**config.mk**
```make
export PLATFORM = sky130hd
export DESIGN_NAME = ss_disp_arb
export DESIGN_NICKNAME = d
export VERILOG_FILES = /design/src/rtl/ss_arb_pkg.sv /design/src/rtl/ss_disp_arb_tick_gen.sv /design/src/rtl/ss_disp_arb.sv
export SDC_FILE = /design/constraint.sdc
export NUM_CORES = 1
export LEC_CHECK = 0
export ABC_AREA = 1
export CORE_AREA = 2 2 92 94
export DETAILED_ROUTE_END_ITERATION = 8
export DIE_AREA = 0 0 94 96
export GPL_TIMING_DRIVEN = 0
export MAX_ROUTING_LAYER = met4
export PLACE_DENSITY = 0.7
export SLEW_MARGIN = 20
export SYNTH_ARGS = -nofsm -noshare
export SYNTH_HDL_FRONTEND = slang
export SYNTH_HIERARCHICAL = 1
export SYNTH_SLANG_ARGS = --single-unit
```
**constraint.sdc**
```tcl
create_clock -name clk -period 6.1 [get_ports clk]
set_clock_uncertainty 0.2 [all_clocks]
set_input_delay 1.22 -clock clk [delete_from_list [all_inputs] [get_ports clk]]
set_output_delay 1.22 -clock clk [all_outputs]
set_load 0.01 [all_outputs]
```
**src/rtl/ss_arb_pkg.sv**
```systemverilog
// Shared types and helpers for the display arbiter.
// Round-robin pick and one-hot encode for three requesters.
package ss_arb_pkg;

    localparam int N_REQ = 3;

    typedef logic [15:0] word_t;

    typedef enum logic [1:0] {
        IDLE,
        HOLD,
        OWN
    } state_t;

    // First set bit strictly after 'from', wrapping 2->0.
    function automatic logic [1:0] rr_pick(
        input logic [N_REQ-1:0] req,
        input logic [1:0]       from
    );
        logic [1:0] idx;
        logic       hit;
        rr_pick = from;
        hit     = 1'b0;
        for (int i = 1; i <= N_REQ; i++) begin
            idx = 2'((int'(from) + i) % N_REQ);
            if (!hit && req[idx]) begin
                rr_pick = idx;
                hit     = 1'b1;
            end
        end
    endfunction

    function automatic logic [N_REQ-1:0] onehot(input logic [1:0] idx);
        onehot = N_REQ'(1) << idx;
    endfunction

endpackage

```
**src/rtl/ss_disp_arb_tick_gen.sv**
```systemverilog
// Free-running prescaler: one-clock tick every 'divider' clocks.
// Counter restarts from zero on reset.
module tick_gen #(
    parameter int divider = 5000000
) (
    input  logic clk,
    input  logic rst_n,
    output logic tick
);

    localparam int W = (divider > 1) ? $clog2(divider) : 1;
    localparam logic [W-1:0] LAST = W'(divider - 1);

    logic [W-1:0] cnt;

    always_ff @(posedge clk or negedge rst_n) begin
        if (!rst_n) begin
            cnt <= '0;
        end else if (cnt == LAST) begin
            cnt <= '0;
        end else begin
            cnt <= cnt + W'(1);
        end
    end

    assign tick = (cnt == LAST);

endmodule

```
**src/rtl/ss_disp_arb.sv**
```systemverilog
// Round-robin arbiter sharing one 4-digit display among three requesters.
// A new owner keeps the display for HOLD_TICKS ticks before it can be preempted.
module ss_disp_arb
    import ss_arb_pkg::*;
#(
    parameter int          divider    = 5000000,
    parameter int          HOLD_TICKS = 4,
    parameter logic [15:0] IDLE_WORD  = 16'h0000
) (
    input  logic             clk,
    input  logic             rst_n,
    input  logic [N_REQ-1:0] req,
    input  logic [15:0]      data0,
    input  logic [15:0]      data1,
    input  logic [15:0]      data2,
    output logic [N_REQ-1:0] gnt,
    output logic [3:0]       d3,
    output logic [3:0]       d2,
    output logic [3:0]       d1,
    output logic [3:0]       d0,
    output logic             busy
);

    localparam logic [7:0] HOLD_LD = 8'(HOLD_TICKS);

    state_t           state, state_n;
    logic [N_REQ-1:0] gnt_n;
    logic [N_REQ-1:0] others;
    logic [7:0]       hold_cnt, hold_n;
    logic [1:0]       last_owner, last_n;
    logic [1:0]       pick;
    logic             tick;
    word_t            word, disp;

    tick_gen #(
        .divider(divider)
    ) u_tick (
        .clk  (clk),
        .rst_n(rst_n),
        .tick (tick)
    );

    always_ff @(posedge clk or negedge rst_n) begin
        if (!rst_n) begin
            state      <= IDLE;
            gnt        <= '0;
            hold_cnt   <= '0;
            last_owner <= 2'd2;
            disp       <= IDLE_WORD;
        end else begin
            state      <= state_n;
            gnt        <= gnt_n;
            hold_cnt   <= hold_n;
            last_owner <= last_n;
            disp       <= word;
        end
    end

    always_comb begin
        state_n = state;
        gnt_n   = gnt;
        hold_n  = hold_cnt;
        last_n  = last_owner;
        others  = req & ~gnt;
        pick    = '0;
        unique case (state)
            IDLE: begin
                if (|req) begin
                    pick    = rr_pick(req, last_owner);
                    gnt_n   = onehot(pick);
                    last_n  = pick;
                    hold_n  = HOLD_LD;
                    state_n = HOLD;
                end
            end
            HOLD: begin
                if (tick) begin
                    hold_n = hold_cnt - 8'd1;
                    if (hold_cnt == 8'd1) begin
                        state_n = OWN;
                    end
                end
            end
            OWN: begin
                // last_owner always names the current owner here
                if (|others) begin
                    pick    = rr_pick(others, last_owner);
                    gnt_n   = onehot(pick);
                    last_n  = pick;
                    hold_n  = HOLD_LD;
                    state_n = HOLD;
                end else if (!(|req)) begin
                    gnt_n   = '0;
                    state_n = IDLE;
                end
            end
            default: begin
                gnt_n   = '0;
                state_n = IDLE;
            end
        endcase
    end

    always_comb begin
        word = IDLE_WORD;
        unique case (1'b1)
            gnt[0]:  word = data0;
            gnt[1]:  word = data1;
            gnt[2]:  word = data2;
            default: word = IDLE_WORD;
        endcase
    end

    assign {d3, d2, d1, d0} = disp;
    assign busy             = |gnt;

endmodule

```
# ---- Yosys cells after proc, flatten, opt, wreduce, memory -nomap -nowiden
# Index checks and enable logic that the tools add are counted.
dict set report word_totals {
  reg_bits 54
  wordCells 102
}
dict set report op_classes {
  magnitude_cmp 3
  bitwise_logic 3
  div_mod_pow 3
  n_shift 2
  eq_ne 9
  mux 53
  reduce_logical 18
  addsub 5
}
# cell n
set ops {}
lappend ops {{$mod A32 B3 Y32 const B} 3}
lappend ops {{$pmux W16 S3} 1}
lappend ops {{$mux W2} 17}
lappend ops {{$mux W8} 3}
lappend ops {{$pmux W8 S3} 1}
lappend ops {{$add A23 B1 Y23 const B} 1}
lappend ops {{$eq A23 B23 Y1 const B} 1}
lappend ops {{$mux W23} 1}
lappend ops {{$mux W1} 18}
lappend ops {{$bmux W1 S2} 6}
lappend ops {{$lt A2 B3 Y1 const B} 3}
lappend ops {{$mux W3} 3}
lappend ops {{$pmux W3 S3} 1}
lappend ops {{$reduce_or A3 Y1} 3}
lappend ops {{$eq A8 B1 Y1 const B} 1}
lappend ops {{$ne A2 B2 Y1 const B} 4}
lappend ops {{$reduce_and A4 Y1} 2}
lappend ops {{$sub A8 B1 Y8 const B} 1}
lappend ops {{$add A2 B2 Y3 const B} 2}
lappend ops {{$pmux W2 S3} 1}
lappend ops {{$reduce_and A3 Y1} 2}
lappend ops {{$shl A1 B2 Y3 const A} 2}
lappend ops {{$logic_and A1 B1 Y1} 4}
lappend ops {{$logic_not A1 Y1} 4}
lappend ops {{other kinds (11)} 11}

# ---- Depth between registers and ports, before layout
# Gate-level depths: netlist (run 1).
dict set report depth {
  depth_word 20
  ltp_mapped 16
  depth_no_buf 16
}

# ---- By module
# The synthesis (run 1) kept the hierarchy.
# module seq_area_each_um2 area_per_inst_um2 n_inst cells_per_inst
set by_module_without_submodules {}
lappend by_module_without_submodules {ss_disp_arb 777.0 2135.8 1 299}
lappend by_module_without_submodules {tick_gen 575.6 1380.1 1 190}

# ---- Worst setup path after synthesis (run 1)
# No wires, ideal clock.
dict set report synth_timing {
  path_kind {input to register}
  startpoint {input port req[1]}
  endpoint {register gnt[0]}
  cell_stages 15
  n_path_buf 1
  arrival_ns 2.216
  slack_ns 3.568
  required_ns 5.784
  path_cell_list {buf_4 -> inv_1 -> nand2_1 -> o21ai_0 -> nand2_1 -> nand2_2 -> nand2_1 -> nor2_1 -> inv_1 -> nand2_2 -> inv_1 -> nand3_1 -> nand2_1 -> nand2_1 -> nand2_1}
}
dict set report synth_via {
  elab_chain_len 19
  elab_cells_between_ends 53
  classes_between {2 x eq/ne; 2 x shift; 37 x mux; 1 x bitwise; 11 x reduce/logical}
}
# element line
set synth_lines {}
lappend synth_lines {{from (decl)} ss_disp_arb.sv:12} ;# input logic [N_REQ-1:0] req,
lappend synth_lines {{$and A3 B3 Y3} ss_disp_arb.sv:64} ;# others = req & ~gnt;
lappend synth_lines {{$bmux W1 S2} ss_arb_pkg.sv:26} ;# if (!hit && req[idx]) begin
lappend synth_lines {{$mux W1 (implied by the code)} ss_arb_pkg.sv:26}
lappend synth_lines {{$mux W1} ss_arb_pkg.sv:26}
lappend synth_lines {{$mux W1} ss_disp_arb.sv:86} ;# if (|others) begin
lappend synth_lines {{$mux W1} ss_disp_arb.sv:66} ;# unique case (state)
lappend synth_lines {{$logic_not A1 Y1} ss_arb_pkg.sv:26}
lappend synth_lines {{$logic_and A1 B1 Y1} ss_arb_pkg.sv:26}
lappend synth_lines {{(+3 left out)} n/a}
lappend synth_lines {{$logic_not A1 Y1} ss_arb_pkg.sv:26}
lappend synth_lines {{$logic_and A1 B1 Y1} ss_arb_pkg.sv:26}
lappend synth_lines {{$mux W2} ss_arb_pkg.sv:26}
lappend synth_lines {{$mux W2} ss_disp_arb.sv:86}
lappend synth_lines {{$mux W2} ss_disp_arb.sv:66}
lappend synth_lines {{$shl A1 B2 Y3} ss_arb_pkg.sv:34} ;# onehot = N_REQ'(1) << idx;
lappend synth_lines {{$mux W3} ss_disp_arb.sv:86}
lappend synth_lines {{$pmux W3 S3} ss_disp_arb.sv:66}
lappend synth_lines {{to (signal assigned)} ss_disp_arb.sv:52} ;# gnt <= gnt_n;
lappend synth_lines {{to (decl)} ss_disp_arb.sv:16} ;# output logic [N_REQ-1:0] gnt,
# Several ways; a longest one is shown, not always the timed one. The select of a mux whose other input is x is not followed.
# A chain may end at the register's enable or synchronous reset.

# ---- Worst setup path in the final report (run 1)
dict set report layout_timing {
  startpoint {register gnt[0]}
  endpoint {output port busy}
}
dict set report layout_via {
  elab_chain_len 1
}
# element line
set layout_lines {}
lappend layout_lines {{$reduce_or A3 Y1} ss_disp_arb.sv:115} ;# assign busy = |gnt;
lappend layout_lines {{to (decl)} ss_disp_arb.sv:21} ;# output logic busy
# Every way passes these cells.

==> implementation parameters, run 1 <==
Parameter                              Value

Outcome
  Run status ... completed

Critical path
  Signal arrival time at the worst endpoint ... roughly 1500 ps
  Critical-path cell list ... buf_4, inv_2, nand3_1, clkdlybuf4s50_1
  Cell family contributing the most delay on the critical path ... buffers and inverters
  Crit path capture type ... output port
  Buf/Inv on CP ... 3
  Worst reg2reg path startpoint ... u_tick/cnt[1]
  CP Data Required Time ... approximately 4700 ps
  Critical Path Fanout Max ... 10
  Type of the worst setup path ... reg -> out
  Cell with the largest stage delay on the worst path ... sky130_fd_sc_hd__clkdlybuf4s50_1
  Launching instance or port of the critical path ... gnt[0]
  Internal reg-to-reg setup slack ... 3650 ps
  Stage delay of the slowest cell on the critical path ... between 500 and 600 ps
  Sort of element at the start of the critical path ... flop

Hold path
  Hold crit path type ... reg -> reg
  Min-delay src ... hold_cnt[6]

Layout
  Number of nets in the layout ... between 600 and 700
  Multi-input combinational cell area ... between 0.0015 and 0.002 mm²
  Diode count ... 0
  Sequential cell area ... ~0.0014 mm²
  Fraction of layout cells with a size suffix above 1 ... 0.118
  Number of filler instances in the final layout ... about 780
  Layout Area Growth over Synthesis ... 26.4%

Job
  Number of max-capacitance violations reported ... 0

Yosys
  Netlist cell types ... 37
  Post-Synthesis Cells ... 489
  Synthesized cell area ... around 0.0035 mm²
  Count of state elements after synthesis ... 54
  Average size of a mapped cell ... about 7.2 µm²
  Yosys warns ... 6
  Portion of the post-synthesis area used by sequential elements ... 0.385
  Syn nets ... 549

Power and ir drop
  Maximum resistive drop on vdd ... roughly 0.44 mV
  Leak ... roughly 2.1 nW
  Power per cell area ... 353 mW/mm²
  Total Power Consumption ... about 1.6 mW

Global route
  Remaining global-route overflow ... 0
  Vias in the first global route ... between 3000 and 4000
  All-Layer GR Usage ... 0.211
  Antenna violations before repair ... 0
  Global-route wire length before repair ... approximately 15 mm
  Largest net degree at the start of global routing ... 55

Placement
  Count of buffers inserted at the top-level ports ... 71
  RePlAce Congestion ... between 0.8 and 0.9
  HPWL Detailed ... roughly 6.7 mm

Drt
  Number of search-and-repair iterations in the first detailed-routing pass ... 4
  Final routed DRC violation total ... 0
  Number of violations reported at the end of detailed-routing iteration 0 ... approximately 140
  Total Wirelength ... 8.59 mm
  Total via count in the routed design ... around 3300
  Mean number of vias per cell ... 4.87
  Wire length per cell after detailed routing ... approximately 13 µm
  Number of nets still failing antenna checks after routing ... 0

Clock network
  # resized after CTS ... 0
  Post-CTS setup buffer count ... 0
  TritonCTS clock tree ... done
  Reg clk slew, reported paths ... about 100 ps
  Clock buffer depth ... 2
  Cts-stage hold buffer count ... 0
  Clock latency at the later pin of the worst-skew pair ... around 310 ps
  Number of levels the H-tree was split into ... 2
  CTS Buf Count ... 5
  Clock sinks ... 54
  Clock root buffer ... sky130_fd_sc_hd__clkbuf_8

STA
  Post-route worst hold slack ... 310 ps
  Maximum frequency from static timing analysis ... between 300 and 400 MHz
  Unrepaired setup endpoints after global routing ... false
  Total negative slack ... 0 ps
  Crit share post-route ... 0.484
  Minimum clock period ... 2960 ps
  Count of endpoints failing hold in the final timing report ... 0
  Worst slew pin tran ... slightly below 700 ps
  Setup violations, final ... 0
  Max Slew Vio Count ... 0
  Relative slew slack ... 0.543

Floorplan
  Die Outline Area ... around 0.009 mm²
  Number of I/O pins ... between 70 and 80
  Total core area ... approximately 0.008 mm²
  Die Ht ... between 90 and 100 µm
  Die Width ... between 90 and 100 µm
  Row count ... 33
  Initial core utilization ... 0.437
-- cell usage after synthesis --
cell,count,area share
sky130_fd_sc_hd__o21bai_1,1,0.0021
sky130_fd_sc_hd__nor2_1,56,0.060
sky130_fd_sc_hd__clkinv_1,1,0.0011
sky130_fd_sc_hd__nor4_4,1,0.0060
sky130_fd_sc_hd__ha_1,7,0.025
sky130_fd_sc_hd__o21ai_4,1,0.0046
sky130_fd_sc_hd__nand3_2,6,0.017
sky130_fd_sc_hd__xnor2_1,2,0.0050
sky130_fd_sc_hd__nor3_2,2,0.0057
sky130_fd_sc_hd__buf_4,2,0.0043
sky130_fd_sc_hd__nand2_2,10,0.018
sky130_fd_sc_hd__inv_4,1,0.0018
sky130_fd_sc_hd__o21ai_0,7,0.010
sky130_fd_sc_hd__a22oi_1,1,0.0021
sky130_fd_sc_hd__nor3b_2,1,0.0036
sky130_fd_sc_hd__o22ai_1,2,0.0036
sky130_fd_sc_hd__xor2_1,10,0.025
sky130_fd_sc_hd__dfstp_2,1,0.0075
sky130_fd_sc_hd__a31o_2,1,0.0025
sky130_fd_sc_hd__nor2_4,7,0.022
sky130_fd_sc_hd__a21oi_2,1,0.0025
sky130_fd_sc_hd__o21ai_2,1,0.0025
sky130_fd_sc_hd__a21oi_1,9,0.013
sky130_fd_sc_hd__buf_6,3,0.0096
sky130_fd_sc_hd__nand2_1,149,0.16
sky130_fd_sc_hd__clkbuf_1,3,0.0032
sky130_fd_sc_hd__nand2_4,4,0.013
sky130_fd_sc_hd__nand3_1,59,0.084
sky130_fd_sc_hd__inv_2,9,0.0096
sky130_fd_sc_hd__nor2_2,7,0.012
sky130_fd_sc_hd__or2_2,1,0.0018
sky130_fd_sc_hd__nand4_1,9,0.016
sky130_fd_sc_hd__dfrtp_1,53,0.38
sky130_fd_sc_hd__nor3_1,6,0.0085
sky130_fd_sc_hd__inv_1,50,0.053
sky130_fd_sc_hd__nand3b_1,1,0.0021
sky130_fd_sc_hd__o21ai_1,4,0.0057
-- through the flow --
step	worst slack, ps	area (µm²)	cells	utilization
3_5_place_dp	2900	4360	665	0.541
3_3_place_gp	1910	4360	665	0.541
5_1_grt	3060	4440	673	0.552
4_1_cts	3120	4440	673	0.552
2_1_floorplan	3570	3520	489	-
6_report	3140	4440	673	0.552
-- where the power goes --
group,switching (mW),total [mW],internal [mW]
Clock,0.117,0.198,0.0812
Combinational,0.550,0.896,0.346
Sequential,0.0448,0.475,0.430
-- layout by cell type, fill, tap and decap left out, types with 2 or more instances in the layout --
cell type	count
sky130_fd_sc_hd__nand3_1	59
sky130_fd_sc_hd__inv_2	9
sky130_fd_sc_hd__clkbuf_1	4
sky130_fd_sc_hd__nor2_1	56
sky130_fd_sc_hd__buf_6	3
sky130_fd_sc_hd__nand3_2	6
sky130_fd_sc_hd__nand2_4	4
sky130_fd_sc_hd__clkdlybuf4s50_1	70
sky130_fd_sc_hd__clkinvlp_4	2
sky130_fd_sc_hd__buf_4	3
sky130_fd_sc_hd__xnor2_1	2
sky130_fd_sc_hd__nor2_2	7
sky130_fd_sc_hd__o21ai_0	7
sky130_fd_sc_hd__xor2_1	10
sky130_fd_sc_hd__nand2_2	10
sky130_fd_sc_hd__o21ai_1	4
sky130_fd_sc_hd__nand2_1	149
sky130_fd_sc_hd__ha_1	7
sky130_fd_sc_hd__o22ai_1	2
sky130_fd_sc_hd__nor3_1	6
sky130_fd_sc_hd__clkbuf_8	5
sky130_fd_sc_hd__inv_1	50
sky130_fd_sc_hd__dfrtp_1	53
sky130_fd_sc_hd__nor3_2	2
sky130_fd_sc_hd__nand4_1	9
sky130_fd_sc_hd__nor2_4	7
sky130_fd_sc_hd__a21oi_1	9
-- logic make-up (layout without fill, tap and decap cells) --
logic type,Yosys count,after routing,synth area share
DFF,54,54,0.385
xor gates and xnor gates,12,12,0.0299
AOI/OAI and AO/OA,28,28,0.0484
adders and majority gates,7,7,0.0249
and+or+nand+nor,319,319,0.429
buffers and inverters,69,148,0.0829
-- worst paths after layout --
check / to / cells past startpoint
max: busy / 4
min: hold_cnt[6] / 1
max reg2reg: hold_cnt[5] / 13
min reg2reg: hold_cnt[6] / 1
max in group asynchronous: gnt[2] / 1
min in group asynchronous: disp[13] / 1
-- cell type report --
type	count	share of cell area
Multi-Input combinational cell	366	0.421
Clock buffer	6	0.0163
Sequential cell	54	0.304
Timing Repair Buffer	71	0.159
Inverter	61	0.0521
Clock inverter	2	0.00338
Buffer	8	0.0135
Tap cell	105	0.0296
-- registers in the layout, indices dropped and copies added (netlist names) --
signal and flops:
disp 16, gnt 3, hold_cnt 8, last_owner 2, state 2, u_tick/cnt 23
-- worst register-to-register path, stage by stage (launching register included) --
cell and delay (ps):
sky130_fd_sc_hd__dfrtp_1 380, sky130_fd_sc_hd__ha_1 230, sky130_fd_sc_hd__nand2_2 90, sky130_fd_sc_hd__nor2_4 200, sky130_fd_sc_hd__nand2_4 120, sky130_fd_sc_hd__nor2_2 130
sky130_fd_sc_hd__nand3_2 110, sky130_fd_sc_hd__inv_2 100, sky130_fd_sc_hd__a21oi_1 100, sky130_fd_sc_hd__nor2_4 150, sky130_fd_sc_hd__nand2_4 100, sky130_fd_sc_hd__nor4_4 210
sky130_fd_sc_hd__nand2_1 80, sky130_fd_sc_hd__nor3b_2 160
-- metal layers --
metal / track usage / vias up / routed length (µm)
met5: - / - / 0
met4: 0.0471 / 0 / 111
met3: 0.0282 / 9 / 225
met2: 0.364 / 47 / 4380
met1: 0.267 / 1528 / 3880
li1: - / 1691 / -
Power figures use the tool's default switching activity.
==> run 2, diff against run 1 <==
--- a/config.mk
+++ b/config.mk
@@ -11,7 +11,7 @@
 export DIE_AREA = 0 0 94 96
 export GPL_TIMING_DRIVEN = 0
 export MAX_ROUTING_LAYER = met4
-export PLACE_DENSITY = 0.7
+export PLACE_DENSITY = 0.73
 export SLEW_MARGIN = 20
 export SYNTH_ARGS = -nofsm -noshare
 export SYNTH_HDL_FRONTEND = slang
==> constraint.sdc (replaced) <==
create_clock -name clk -period 2.4 [get_ports clk]
set_clock_uncertainty 0.2 [all_clocks]
set_input_delay 0.48 -clock clk [delete_from_list [all_inputs] [get_ports clk]]
set_output_delay 0.48 -clock clk [all_outputs]
set_load 0.01 [all_outputs]
==> run 2 against run 1 <==
Compared with the run above:
- the run now ends with negative hold slack left
- core utilization increased by 1.5 points
- power increased to 2.7 times the previous value
- final area grew 2.8%
- critical path type is now reg -> reg
- first-iteration DRC count is 34% lower
- sequential share of layout area is 0.79 points lower
==> implementation parameters, run 2 (synthesis gave the netlist of run 1 again) <==
Parameter                              Value

Outcome
  Run status ... finished with violations
  Violations in the final reports ... negative hold slack

Drt
  Mean number of vias per cell ... 4.92
  Wire length per cell after detailed routing ... 12.5 µm
  Final routed DRC violation total ... 0
  Number of violations reported at the end of detailed-routing iteration 0 ... 95
  Total Wirelength ... 8.52 mm
  Number of search-and-repair iterations in the first detailed-routing pass ... 4
  Total via count in the routed design ... about 3300
  Number of nets still failing antenna checks after routing ... 0

STA
  Minimum clock period ... 2270 ps
  Post-route worst hold slack ... -0.279 ps
  Crit share post-route ... 0.946
  Worst slew pin tran ... a little under 700 ps
  Max Slew Vio Count ... 0
  Count of endpoints failing hold in the final timing report ... 1
  Maximum frequency from static timing analysis ... 441 MHz
  Relative slew slack ... 0.549
  Setup violations, final ... 0

Critical path
  Stages on worst setup path ... 13
  Sort of element at the start of the critical path ... flop
  Buf/Inv on CP ... 1
  Crit path capture type ... flop
  Signal arrival time at the worst endpoint ... ~2300 ps
  CP Data Required Time ... roughly 2400 ps
  Count of cells along the worst register-to-register path ... 13
  Cell family contributing the most delay on the critical path ... simple AND/OR/NAND/NOR gates
  Type of the worst setup path ... reg -> reg
  CP most frequent cell ... sky130_fd_sc_hd__nand2_1
  Critical Path Fanout Max ... 10
  Stage delay of the slowest cell on the critical path ... around 580 ps
  Critical-path cell list ... ha_2, buf_6, nand3_1, nand3_2, nand2_4, nand2_1, nand2_1, nand2_1, nand2_1, nand2_1, nand2_1, nand2_1, a22oi_1
  Cell with the largest stage delay on the worst path ... sky130_fd_sc_hd__dfstp_2

Placement
  RePlAce Congestion ... a little under 0.9
  Dpl cell area ... between 0.004 and 0.005 mm²
  HPWL Detailed ... 6.59 mm
  DP Cell Count ... between 600 and 700
  Count of buffers inserted at the top-level ports ... 71

Layout
  Number of nets in the layout ... about 630
  Diode count ... 0
  Layout Area Growth over Synthesis ... 29.9%
  Final non-filler cell area ... approximately 0.0046 mm²
  Sequential cell area ... about 0.0014 mm²
  Number of filler instances in the final layout ... around 740
  Multi-input combinational cell area ... between 0.0015 and 0.002 mm²
  Finished Layout Cells ... between 600 and 700
  Max reg flops ... 23
  Largest register by flop count ... u_tick/cnt
  Largest registers in the final layout ... u_tick/cnt x23, disp x16, hold_cnt x8
  Fraction of layout cells with a size suffix above 1 ... 0.141
  Commonest non-fill, non-tap cell in the layout ... sky130_fd_sc_hd__nand2_1
  Commonest cells after routing, fill and taps aside ... sky130_fd_sc_hd__nand2_1, sky130_fd_sc_hd__clkdlybuf4s50_1, sky130_fd_sc_hd__nand3_1

Global route
  Antenna violations before repair ... 0
  All-Layer GR Usage ... 0.206
  Remaining global-route overflow ... 0
  Global-route wire length before repair ... about 15 mm
  Largest net degree at the start of global routing ... 55
  Vias in the first global route ... roughly 3300

Floorplan
  Die Ht ... approximately 96 µm
  Initial core utilization ... 0.437
  Number of I/O pins ... 73
  Total core area ... just over 0.008 mm²
  Die Width ... between 90 and 100 µm
  Row count ... 33
  Die Outline Area ... 0.00902 mm²

Power and ir drop
  Leak ... between 2 and 2.5 nW
  Clk pwr share ... 0.143
  Power per cell area ... ~900 mW/mm²
  Switching Share ... 0.442
  Switching power total ... about 1.9 mW
  Proportion of power drawn by combinational gates ... 0.573
  Internal power contribution ... 2.36 mW
  Part of the total power dissipated in sequential elements ... 0.284
  Maximum resistive drop on vdd ... ~1.0 mV

Clock network
  Reg clk slew, reported paths ... roughly 90 ps
  Clock latency at the later pin of the worst-skew pair ... about 310 ps
  Clock root buffer ... sky130_fd_sc_hd__clkbuf_8
  CTS Buf Count ... 5
  Number of levels the H-tree was split into ... 2
  Clock buffer depth ... 2
  Clock sinks ... 54
  TritonCTS clock tree ... done

Job
  Number of max-capacitance violations reported ... 0

Hold path
  Hold crit path type ... in -> async
-- run 2: path summary, 6_finish.rpt --
path | from | slack (ps) | endpoint
max | last_owner[1] | 130 | last_owner[1]
min | rst_n | -0.3 | disp[9]
max reg2reg | last_owner[1] | 130 | last_owner[1]
min reg2reg | hold_cnt[6] | 300 | hold_cnt[6]
max in group asynchronous | rst_n | 1500 | last_owner[0]
min in group clk | hold_cnt[6] | 300 | hold_cnt[6]
-- run 2: layer usage --
layer  part of all wire  track usage  vias to the layer above
li1                   -            -                     1712
met1               0.45        0.246                     1550
met2               0.50        0.364                       65
met3              0.030       0.0235                       18
met4              0.022       0.0676                        0
met5                  0            -                        -
-- run 2: metrics by stage --
step           setup WS, ps  TNS, ps  hold WS, ps   util  power, mW
3_5_place_dp          -29.5    -40.3          294  0.541       3.51
3_3_place_gp           -981   -52200          290  0.541       3.46
6_report                131        0       -0.279  0.567       4.22
4_1_cts                1.91        0         24.3  0.559       4.15
5_1_grt               -18.5    -18.5         62.0  0.567       4.60
2_1_floorplan           241        0        -15.6      -       2.85
-- run 2: power by group through the flow --
stage	clock network [mW]	registers (mW)	logic, mW
floorplan	0	1.25	1.60
global placement	0	1.22	2.24
detailed placement	0	1.23	2.28
CTS	0.627	1.21	2.31
global route	0.661	1.22	2.72
finish	0.603	1.20	2.42
-- run 2: what timing repair did --
action / CTS / global route
endpoints found under the setup margin: 3 / 8
pin swaps: 5 / 4
gates resized for setup: 2 / 10
buffers inserted: 3 / 4
hold buffers: 0 / 0
-- run 2: worst register-to-register path, cell delays in order, from the launching register on --
cell                      delay (ps)
sky130_fd_sc_hd__dfstp_2         580
sky130_fd_sc_hd__ha_2            290
sky130_fd_sc_hd__buf_6           150
sky130_fd_sc_hd__nand3_1         110
sky130_fd_sc_hd__nand3_2         130
sky130_fd_sc_hd__nand2_4         130
sky130_fd_sc_hd__nand2_1          50
sky130_fd_sc_hd__nand2_1          60
sky130_fd_sc_hd__nand2_1          60
sky130_fd_sc_hd__nand2_1          60
sky130_fd_sc_hd__nand2_1          50
sky130_fd_sc_hd__nand2_1          80
sky130_fd_sc_hd__nand2_1          70
sky130_fd_sc_hd__a22oi_1         170
-- run 2: final cells by class --
type,count,share of cell area
Multi-Input combinational cell,366,0.420
Clock inverter,2,0.00822
Clock buffer,6,0.0159
Tap cell,105,0.0288
Timing Repair Buffer,78,0.167
Buffer,8,0.0132
Sequential cell,54,0.297
Inverter,61,0.0512
